===== config.mk =====
export PLATFORM = sky130hd
export DESIGN_NAME = multicycle_ctrl
export DESIGN_NICKNAME = d
export VERILOG_FILES = /design/src/rtl/risc_pkg.sv /design/src/rtl/mem_wait_timer.sv /design/src/rtl/multicycle_ctrl.sv
export SDC_FILE = /design/constraint.sdc
export NUM_CORES = 1
export LEC_CHECK = 0
export BUFFER_PORTS_ARGS = -buffer_cell sky130_fd_sc_hd__buf_2
export CORE_MARGIN = 2
export CORE_UTILIZATION = 42
export CTS_BUF_LIST = sky130_fd_sc_hd__clkbuf_2 sky130_fd_sc_hd__clkbuf_4 sky130_fd_sc_hd__clkbuf_8
export DETAILED_ROUTE_END_ITERATION = 10
export MAX_ROUTING_LAYER = met4
export PLACE_DENSITY = 0.68
export SETUP_SLACK_MARGIN = 0.3
export SKIP_CTS_REPAIR_TIMING = 1
export SKIP_LAST_GASP = 1
export SYNTH_ARGS = -nofsm -noshare
export SYNTH_HDL_FRONTEND = slang
export SYNTH_SLANG_ARGS = --single-unit

===== constraint.sdc =====
create_clock -name clk -period 3.1 [get_ports clk]
set_input_delay 0.155 -clock clk [delete_from_list [all_inputs] [get_ports clk]]
set_output_delay 0.155 -clock clk [all_outputs]
set_load 0.02 [all_outputs]

===== src/rtl/risc_pkg.sv =====
// Shared definitions for the multicycle core: opcode constants, controller
// state/select encodings and the legal-opcode check used by DECODE.
package risc_pkg;

  localparam int unsigned OPCODE_W = 7;

  localparam logic [OPCODE_W-1:0] OPCODE_R      = 7'b0110011;
  localparam logic [OPCODE_W-1:0] OPCODE_I_ALU  = 7'b0010011;
  localparam logic [OPCODE_W-1:0] OPCODE_LOAD   = 7'b0000011;
  localparam logic [OPCODE_W-1:0] OPCODE_STORE  = 7'b0100011;
  localparam logic [OPCODE_W-1:0] OPCODE_BRANCH = 7'b1100011;
  localparam logic [OPCODE_W-1:0] OPCODE_JAL    = 7'b1101111;
  localparam logic [OPCODE_W-1:0] OPCODE_JALR   = 7'b1100111;
  localparam logic [OPCODE_W-1:0] OPCODE_LUI    = 7'b0110111;
  localparam logic [OPCODE_W-1:0] OPCODE_AUIPC  = 7'b0010111;

  typedef enum logic [2:0] {
    ST_FETCH  = 3'd0,
    ST_DECODE = 3'd1,
    ST_EXEC   = 3'd2,
    ST_MEM    = 3'd3,
    ST_WB     = 3'd4,
    ST_TRAP   = 3'd5
  } ctrl_state_t;

  typedef enum logic [1:0] {
    PC_PLUS4  = 2'd0,
    PC_TARGET = 2'd1,
    PC_JALR   = 2'd2
  } pc_sel_t;

  typedef enum logic [1:0] {
    WB_ALU = 2'd0,
    WB_MEM = 2'd1,
    WB_PC4 = 2'd2
  } wb_sel_t;

  typedef enum logic [1:0] {
    CAUSE_NONE     = 2'd0,
    CAUSE_ILLEGAL  = 2'd1,
    CAUSE_FETCH_TO = 2'd2,
    CAUSE_MEM_TO   = 2'd3
  } trap_cause_t;

  // True for every opcode the controller knows how to sequence.
  function automatic logic is_legal(input logic [OPCODE_W-1:0] op);
    logic legal;
    case (op)
      OPCODE_R, OPCODE_I_ALU, OPCODE_LOAD, OPCODE_STORE, OPCODE_BRANCH,
      OPCODE_JAL, OPCODE_JALR, OPCODE_LUI, OPCODE_AUIPC: legal = 1'b1;
      default:                                           legal = 1'b0;
    endcase
    return legal;
  endfunction

endpackage


===== src/rtl/mem_wait_timer.sv =====
// Counts consecutive stalled memory cycles and flags the last one allowed.
//   clk, rst_n : clock, async active-low reset
//   enable     : request outstanding and ready low this cycle
//   clear      : controller changes state this cycle; counter restarts
//   expired    : this stalled cycle is the MEM_TIMEOUT-th one (never when MEM_TIMEOUT=0)
module mem_wait_timer #(
  parameter int unsigned MEM_TIMEOUT = 16
) (
  input  logic clk,
  input  logic rst_n,
  input  logic enable,
  input  logic clear,
  output logic expired
);

  localparam int unsigned CNT_W = (MEM_TIMEOUT > 1) ? $clog2(MEM_TIMEOUT) : 1;
  localparam logic [CNT_W-1:0] LAST = CNT_W'(MEM_TIMEOUT - 1);

  logic [CNT_W-1:0] cnt_q;

  // Wait counter; with MEM_TIMEOUT=0 it may wrap, which is harmless.
  always_ff @(posedge clk or negedge rst_n) begin
    if (!rst_n) begin
      cnt_q <= '0;
    end else if (clear) begin
      cnt_q <= '0;
    end else if (enable) begin
      cnt_q <= cnt_q + CNT_W'(1);
    end
  end

  assign expired = (MEM_TIMEOUT != 0) && enable && (cnt_q == LAST);

endmodule


===== src/rtl/multicycle_ctrl.sv =====
// Multicycle RV32-style control FSM: FETCH -> DECODE -> EXEC -> [MEM] -> [WB],
// with a sticky TRAP for illegal opcodes and memory timeouts.
//   clk, rst_n          : clock, async active-low reset
//   opcode              : opcode from the decoder (held stable by the IR)
//   branch_taken        : ALU compare result, sampled in EXEC
//   imem_req/imem_ready : instruction fetch handshake
//   dmem_req/dmem_we/dmem_ready : data access handshake
//   ir_we, pc_we, pc_sel, alu_a_sel, alu_b_sel, rf_we, wb_sel : datapath strobes
//   state, trap, trap_cause : status
// Strobes are combinational from state and inputs; state and cause are registered.
module multicycle_ctrl
  import risc_pkg::*;
#(
  parameter int unsigned MEM_TIMEOUT = 16
) (
  input  logic       clk,
  input  logic       rst_n,
  input  logic [6:0] opcode,
  input  logic       branch_taken,
  output logic       imem_req,
  input  logic       imem_ready,
  output logic       dmem_req,
  output logic       dmem_we,
  input  logic       dmem_ready,
  output logic       ir_we,
  output logic       pc_we,
  output logic [1:0] pc_sel,
  output logic       alu_a_sel,
  output logic       alu_b_sel,
  output logic       rf_we,
  output logic [1:0] wb_sel,
  output logic [2:0] state,
  output logic       trap,
  output logic [1:0] trap_cause
);

  ctrl_state_t state_q, next_state;
  trap_cause_t cause_q, next_cause;
  pc_sel_t     pc_sel_c;
  wb_sel_t     wb_sel_c;
  logic        timer_en, timer_clear, timer_expired;

  // Stall cycles are counted only while a request is waiting on ready.
  assign timer_en    = ((state_q == ST_FETCH) && !imem_ready) ||
                       ((state_q == ST_MEM)   && !dmem_ready);
  assign timer_clear = (next_state != state_q);

  mem_wait_timer #(.MEM_TIMEOUT(MEM_TIMEOUT)) u_wait_timer (
    .clk     (clk),
    .rst_n   (rst_n),
    .enable  (timer_en),
    .clear   (timer_clear),
    .expired (timer_expired)
  );

  // State and trap cause registers.
  always_ff @(posedge clk or negedge rst_n) begin
    if (!rst_n) begin
      state_q <= ST_FETCH;
      cause_q <= CAUSE_NONE;
    end else begin
      state_q <= next_state;
      cause_q <= next_cause;
    end
  end

  // Next-state and strobe decode.
  always_comb begin
    next_state = state_q;
    next_cause = cause_q;
    imem_req   = 1'b0;
    dmem_req   = 1'b0;
    dmem_we    = 1'b0;
    ir_we      = 1'b0;
    pc_we      = 1'b0;
    pc_sel_c   = PC_PLUS4;
    alu_a_sel  = 1'b0;
    alu_b_sel  = 1'b0;
    rf_we      = 1'b0;
    wb_sel_c   = WB_ALU;

    case (state_q)
      ST_FETCH: begin
        imem_req = 1'b1;
        if (imem_ready) begin
          ir_we      = 1'b1;
          next_state = ST_DECODE;
        end else if (timer_expired) begin
          next_state = ST_TRAP;
          next_cause = CAUSE_FETCH_TO;
        end
      end

      ST_DECODE: begin
        if (is_legal(opcode)) begin
          next_state = ST_EXEC;
        end else begin
          next_state = ST_TRAP;
          next_cause = CAUSE_ILLEGAL;
        end
      end

      ST_EXEC: begin
        // Branch compares rs1/rs2; its target comes from the PC+imm adder via pc_sel.
        alu_a_sel = (opcode == OPCODE_AUIPC) || (opcode == OPCODE_JAL);
        alu_b_sel = !((opcode == OPCODE_R) || (opcode == OPCODE_BRANCH));
        case (opcode)
          OPCODE_BRANCH: begin
            pc_we      = 1'b1;
            pc_sel_c   = branch_taken ? PC_TARGET : PC_PLUS4;
            next_state = ST_FETCH;
          end
          OPCODE_LOAD, OPCODE_STORE: next_state = ST_MEM;
          default:                   next_state = ST_WB;
        endcase
      end

      ST_MEM: begin
        dmem_req = 1'b1;
        dmem_we  = (opcode == OPCODE_STORE);
        if (dmem_ready) begin
          if (opcode == OPCODE_STORE) begin
            pc_we      = 1'b1;
            next_state = ST_FETCH;
          end else begin
            next_state = ST_WB;
          end
        end else if (timer_expired) begin
          next_state = ST_TRAP;
          next_cause = CAUSE_MEM_TO;
        end
      end

      ST_WB: begin
        rf_we      = 1'b1;
        pc_we      = 1'b1;
        next_state = ST_FETCH;
        case (opcode)
          OPCODE_LOAD: wb_sel_c = WB_MEM;
          OPCODE_JAL:  begin wb_sel_c = WB_PC4; pc_sel_c = PC_TARGET; end
          OPCODE_JALR: begin wb_sel_c = WB_PC4; pc_sel_c = PC_JALR;   end
          default:     wb_sel_c = WB_ALU;
        endcase
      end

      ST_TRAP: next_state = ST_TRAP;

      default: next_state = ST_FETCH;
    endcase

    // Nothing may strobe while reset is held, even though FETCH is the reset state.
    if (!rst_n) begin
      imem_req  = 1'b0;
      dmem_req  = 1'b0;
      dmem_we   = 1'b0;
      ir_we     = 1'b0;
      pc_we     = 1'b0;
      pc_sel_c  = PC_PLUS4;
      alu_a_sel = 1'b0;
      alu_b_sel = 1'b0;
      rf_we     = 1'b0;
      wb_sel_c  = WB_ALU;
    end
  end

  assign pc_sel     = pc_sel_c;
  assign wb_sel     = wb_sel_c;
  assign state      = state_q;
  assign trap       = (state_q == ST_TRAP);
  assign trap_cause = cause_q;

endmodule


# After elaboration in Yosys (flattened, before gate mapping)
# Index checks and enable logic that the tools add are counted.
# op_classes
n_eq_ne	21
reduce_logical	16
n_addsub	1
mux	45
# op_table
cell	n
1-bit 2-to-1 mux	23
7-bit by 6-bit == test with 1-bit output (second input constant)	3
7-bit == test (second input constant)	3
2-bit 2-to-1 mux	8
3-bit 2-to-1 mux	5
3-bit case mux with 5 select lines	1
7-bit by 5-bit == test with 1-bit output (second input constant)	2
2-bit case mux with 2 select lines	3
2-bit inequality test (second input constant)	5
9-bit OR reduction	1
4-bit 2-to-1 mux	2
7-bit by 2-bit == test with 1-bit output (second input constant)	1
3-bit by 2-bit == test with 1-bit output (second input constant)	2
3-bit == test (second input constant)	2
2-bit case mux with 3 select lines	1
3-bit case mux with 2 select lines	1
6-bit AND reduction	1
4-bit by 1-bit adder with 4-bit output (second input constant)	1
4-bit == test (second input constant)	1
2-bit OR reduction	2
3-bit by 1-bit == test with 1-bit output (second input constant)	1
1-bit logical AND	3
1-bit zero test	3
3-bit zero test	1
other kinds (5)	7
# word_totals
output_inout_bits	18
input_bits	12
regBits	9

# Depth between registers and ports, before layout
# logic_depth
word_depth	9
depth_mapped	7

# By module
# A second synthesis with hierarchy kept.
# hier_totals
hier_cells	107
area_unflattened_um2	889.6
# by_module_without_submodules
module	cells_each	seq_area_each_um2	instances	area_each_um2
multicycle_ctrl	89	125.1	1	661.9
mem_wait_timer	18	100.1	1	227.7

# Worst setup path before layout
# OpenSTA, ideal clock, no wires.
# synth_path
kind	reg2out
from	register state_q[0], in the netlist state[0]
to	output pc_sel[1]
path_slack_ns	1.094
path_buffers	1
arrival_ns	1.851
required_time_ns	2.945
stages_incl_launch_ff	6
cell_sequence	dfrtp_1 buf_6 inv_1 nand2_1 or3_1 nor4_1
# synth_between
elab_chain_len	3
word_cells_on_any_way	4
classes_between	eq/ne (2); mux (2)
# synth_lines
element	line_no	source
start, declared	multicycle_ctrl.sv:37	ctrl_state_t state_q, next_state;
start signal, assigned	multicycle_ctrl.sv:62	state_q <= next_state;
3-bit == test / 3-bit by 2-bit == test with 1-bit output (equally long branches)	multicycle_ctrl.sv:82	case (state_q)
2-bit case mux with 2 select lines *	multicycle_ctrl.sv:82	
2-bit 2-to-1 mux *	multicycle_ctrl.sv:152	if (!rst_n) begin
end, declared	multicycle_ctrl.sv:27	output logic [1:0] pc_sel,
# Mark *: on every way between the ends. The rest lies on a longest branch, timed or not.

# Worst setup path after layout
# layout_path
from	register state_q[2], in the netlist state[2]
to	output pc_sel[1]
# Same word-level chain as after synthesis.

==> metrics.log <==
[metrics] antenna violations before repair: 0
[metrics] Fill cells: 195
[metrics] post-synth cell types: 47
[metrics] Post-Synthesis Cells: 110
[metrics] H-tree depth: 1
[metrics] clock buffer count from CTS: 3
[metrics] crit path max fanout: 17
[metrics] setup ws final: 0.913 ns
[metrics] GRT Total Usage: 21.3%
[metrics] critical setup path kind: reg2out
[metrics] post-DR vias/cell: 5.86
[metrics] Max Fclk: 457 MHz
[metrics] Hold Path Class: in2async
[metrics] site row count: 16
[metrics] DRT Wirelength: 2.24 mm
[metrics] FF-to-FF Start: state[1]
[metrics] Final Hold Slack: 0.289 ns
[metrics] clock-pin slew on the worst setup and hold paths: 0.06 ns
[metrics] Layout Skew: 0.00367 ns
[metrics] synthesized netlist net count: 123
[metrics] number of DRC markers after the initial detailed-route iteration: 19
[metrics] area used by multi-input combinational logic: 621 µm²
[metrics] portion of total power attributed to the clock network: 38.7%
[metrics] Vert. Die Dim: 50.1 µm
[metrics] most common cell after layout, fill and taps aside: sky130_fd_sc_hd__buf_2
[metrics] first-pass GRT wire length: 4.02 mm
[metrics] final setup vio count: 0
[metrics] final cell count without fillers: 166
[metrics] internal power contribution: 193 µW
[metrics] cell chain of the critical path: inv_1 -> or3_1 -> nor4_1 -> buf_2
[metrics] CP Capture Point: pc_sel[1]
[metrics] # Max-Cap Violations: 0
[metrics] number of placed instances with taps included: 161
[metrics] standby leakage power: 0.000484 µW
[metrics] capturing element type of the critical path: output pin
[metrics] utilization of the core after routing: 54.5%
[metrics] clk root buf: sky130_fd_sc_hd__clkbuf_4
[metrics] total congestion overflow: 0
[metrics] Top Ports: 30
[metrics] sequential cell area: 225 µm²
[metrics] leading register cell type out of synthesis: sky130_fd_sc_hd__dfrtp_1
[metrics] number of cells traversed by the worst register-to-register path: 5
[metrics] cell with the largest stage delay on the worst path: sky130_fd_sc_hd__dfrtp_1
[metrics] post-route minimum period: 2.19 ns
[metrics] pwr dens: 240 nW/µm²
[metrics] Final Max Tran Viols: 0
[metrics] total negative setup slack: 0 ns
[metrics] share of total power in sequential cells: 46.2%
[metrics] count of clock tree sinks: 9
[metrics] Slowest Stage Delay on Critical Path: 0.64 ns
[metrics] worst ir drop on vdd: 175 µV
[metrics] proportion of synthesized chip area in sequential cells: 25.3%
[metrics] setup repair after global routing missed its margin: no
[metrics] logic gate share of total power: 15.1%
[metrics] dpl hpwl: 1.74 mm
[metrics] Routability Congestion: 0.838
[metrics] antenna diode instance count: 0
[metrics] average footprint of a synthesized cell: 8.10 µm²
[metrics] final net count: 153
[metrics] placeable core region: 1980 µm²
[metrics] EDFF count, synth: 0
[metrics] top library cells by usage in the layout, fill and taps aside: sky130_fd_sc_hd__buf_2 (29), sky130_fd_sc_hd__nor3_1 (11), sky130_fd_sc_hd__nand2_1 (10)
[metrics] DRC violation count after routing: 0
[metrics] count of antenna-violating nets left after detailed routing: 0
[metrics] TritonCTS clock tree: done
[metrics] die width: 50.1 µm
[metrics] post-synthesis instance area: 891 µm²
[metrics] synthesis warning total: 0
[metrics] slew at the pin closest to its max-slew limit: 0.488 ns
[metrics] status: finished clean
[metrics] reg2reg end: u_wait_timer.cnt_q[3]
[metrics] Pre-antenna DRT Iters: 4
[metrics] Port Buf Inserts: 29
[metrics] final cycle utilization of the critical path: 70.5%
[metrics] net switching power: 65.8 µW
[metrics] Critical Path Start Type: flip-flop
[metrics] area overhead of the layout relative to synthesis: 21.2%
[metrics] largest net degree at the start of global routing: 19
[metrics] vias after detailed routing: 973
[metrics] worst rel slew slack: 67.5%
[metrics] flip-flop and latch count after synthesis: 9
[metrics] layout cells sized above 1: 29.5%
[metrics] Final Hold Fails: 0
[metrics] Async SR Flop Fraction: 100%
[metrics] pre-CTS setup slack: 1.21 ns
[metrics] clock latency reported for the late side of the worst-skew pair: 0.26 ns
[metrics] CTS max path bufs: 2
[metrics] worst path required time: 2.94 ns
[metrics] worst path arrival time: 2.03 ns
[metrics] switching part of the total: 25.4%
[metrics] launching element of the worst setup path: state[2]
[metrics] die footprint: 2510 µm²
[metrics] effective utilization at floorplan: 44.9%
[metrics] number of global-route vias before repair: 890
[metrics] FF-to-FF setup slack: 1.25 ns
[metrics] wire length per cell after detailed routing: 13.5 µm
==> cells by family after synthesis <==
kind of cell / count (synthesis) / share of synthesized area, %
AOI/OAI and AO/OA: 27 / 24.0
xor gates and xnor gates: 4 / 3.93
adders and majority gates: 1 / 1.40
buffers and inverters: 9 / 5.06
DFF: 9 / 25.3
muxes: 1 / 1.12
and+or+nand+nor: 59 / 39.2
==> metrics by stage <==
| step | cell area [µm²] | power [µW] |
|---|---|---|
| 6_report | 1080 | 259 |
| 3_5_place_dp | 1040 | 160 |
| 4_1_cts | 1070 | 261 |
| 2_1_floorplan | 891 | 140 |
| 3_3_place_gp | 1040 | 159 |
| 5_1_grt | 1080 | 275 |
==> power by group through the flow <==
stage	clock network, µW	logic (µW)	registers, µW
2_1_floorplan	0	17.7	122
3_3_place_gp	0	36.9	122
3_5_place_dp	0	38.1	122
4_1_cts	103	38.3	120
5_1_grt	112	43.8	120
6_report	100	39.0	120
==> critical path: cells and delay by family (launching register included) <==
family                 cells  cell delay, ns
buffers and inverters      2            0.47
flip-flops                 1            0.64
AND/OR/NAND/NOR            2            0.65
==> layout make-up <==
| cell class | count | area share, % |
|---|---|---|
| tap | 27 | 3.13 |
| inverter | 4 | 1.39 |
| multi-input combinational | 92 | 57.5 |
| timing repair buffer | 30 | 14.4 |
| sequential | 9 | 20.9 |
| clock buffer | 4 | 2.78 |
==> registers in the layout, summed over array words and instances, names as in the netlist <==
| signal | count |
|---|---|
| state | 3 |
| trap_cause | 2 |
| u_wait_timer.cnt_q | 4 |
==> routing by layer <==
metal  up-vias  track usage [%]  routed length, µm
met1       467             26.4               1020
met3         5             1.82                 87
met5         -                -                  0
met4         0             9.72                 55
li1        473                -                  -
met2        28             34.9               1080
==> worst min-delay path by stage <==
stage / startpoint / end / slack, ns
global placement: rst_n / u_wait_timer.cnt_q[2] / 0.04
global route: rst_n / u_wait_timer.cnt_q[3] / 0.30
detailed placement: rst_n / trap_cause[1] / 0.04
finish: rst_n / trap_cause[1] / 0.29
CTS: rst_n / trap_cause[1] / -0.25
floorplan: rst_n / state[0] / -0.14
==> cell usage after synthesis (2+ instances only) <==
cell type	number	area share, %
sky130_fd_sc_hd__nor2_1	8	3.4
sky130_fd_sc_hd__or3_1	2	1.4
sky130_fd_sc_hd__nor4_1	3	2.1
sky130_fd_sc_hd__xor2_1	3	2.9
sky130_fd_sc_hd__nor3_1	11	6.2
sky130_fd_sc_hd__a31oi_1	2	1.4
sky130_fd_sc_hd__dfrtp_1	9	25
sky130_fd_sc_hd__o21ai_0	4	2.2
sky130_fd_sc_hd__nand3_1	4	2.2
sky130_fd_sc_hd__clkbuf_1	3	1.3
sky130_fd_sc_hd__and3_1	2	1.4
sky130_fd_sc_hd__o311ai_2	2	3.7
sky130_fd_sc_hd__nor2b_1	2	1.4
sky130_fd_sc_hd__nand2b_1	3	2.1
sky130_fd_sc_hd__a211oi_1	2	1.7
sky130_fd_sc_hd__a21oi_1	5	2.8
sky130_fd_sc_hd__inv_1	4	1.7
sky130_fd_sc_hd__and2b_1	2	1.7
sky130_fd_sc_hd__nand2_1	10	4.2
sky130_fd_sc_hd__or2b_1	2	1.7
(Power assumes the default switching activity.)
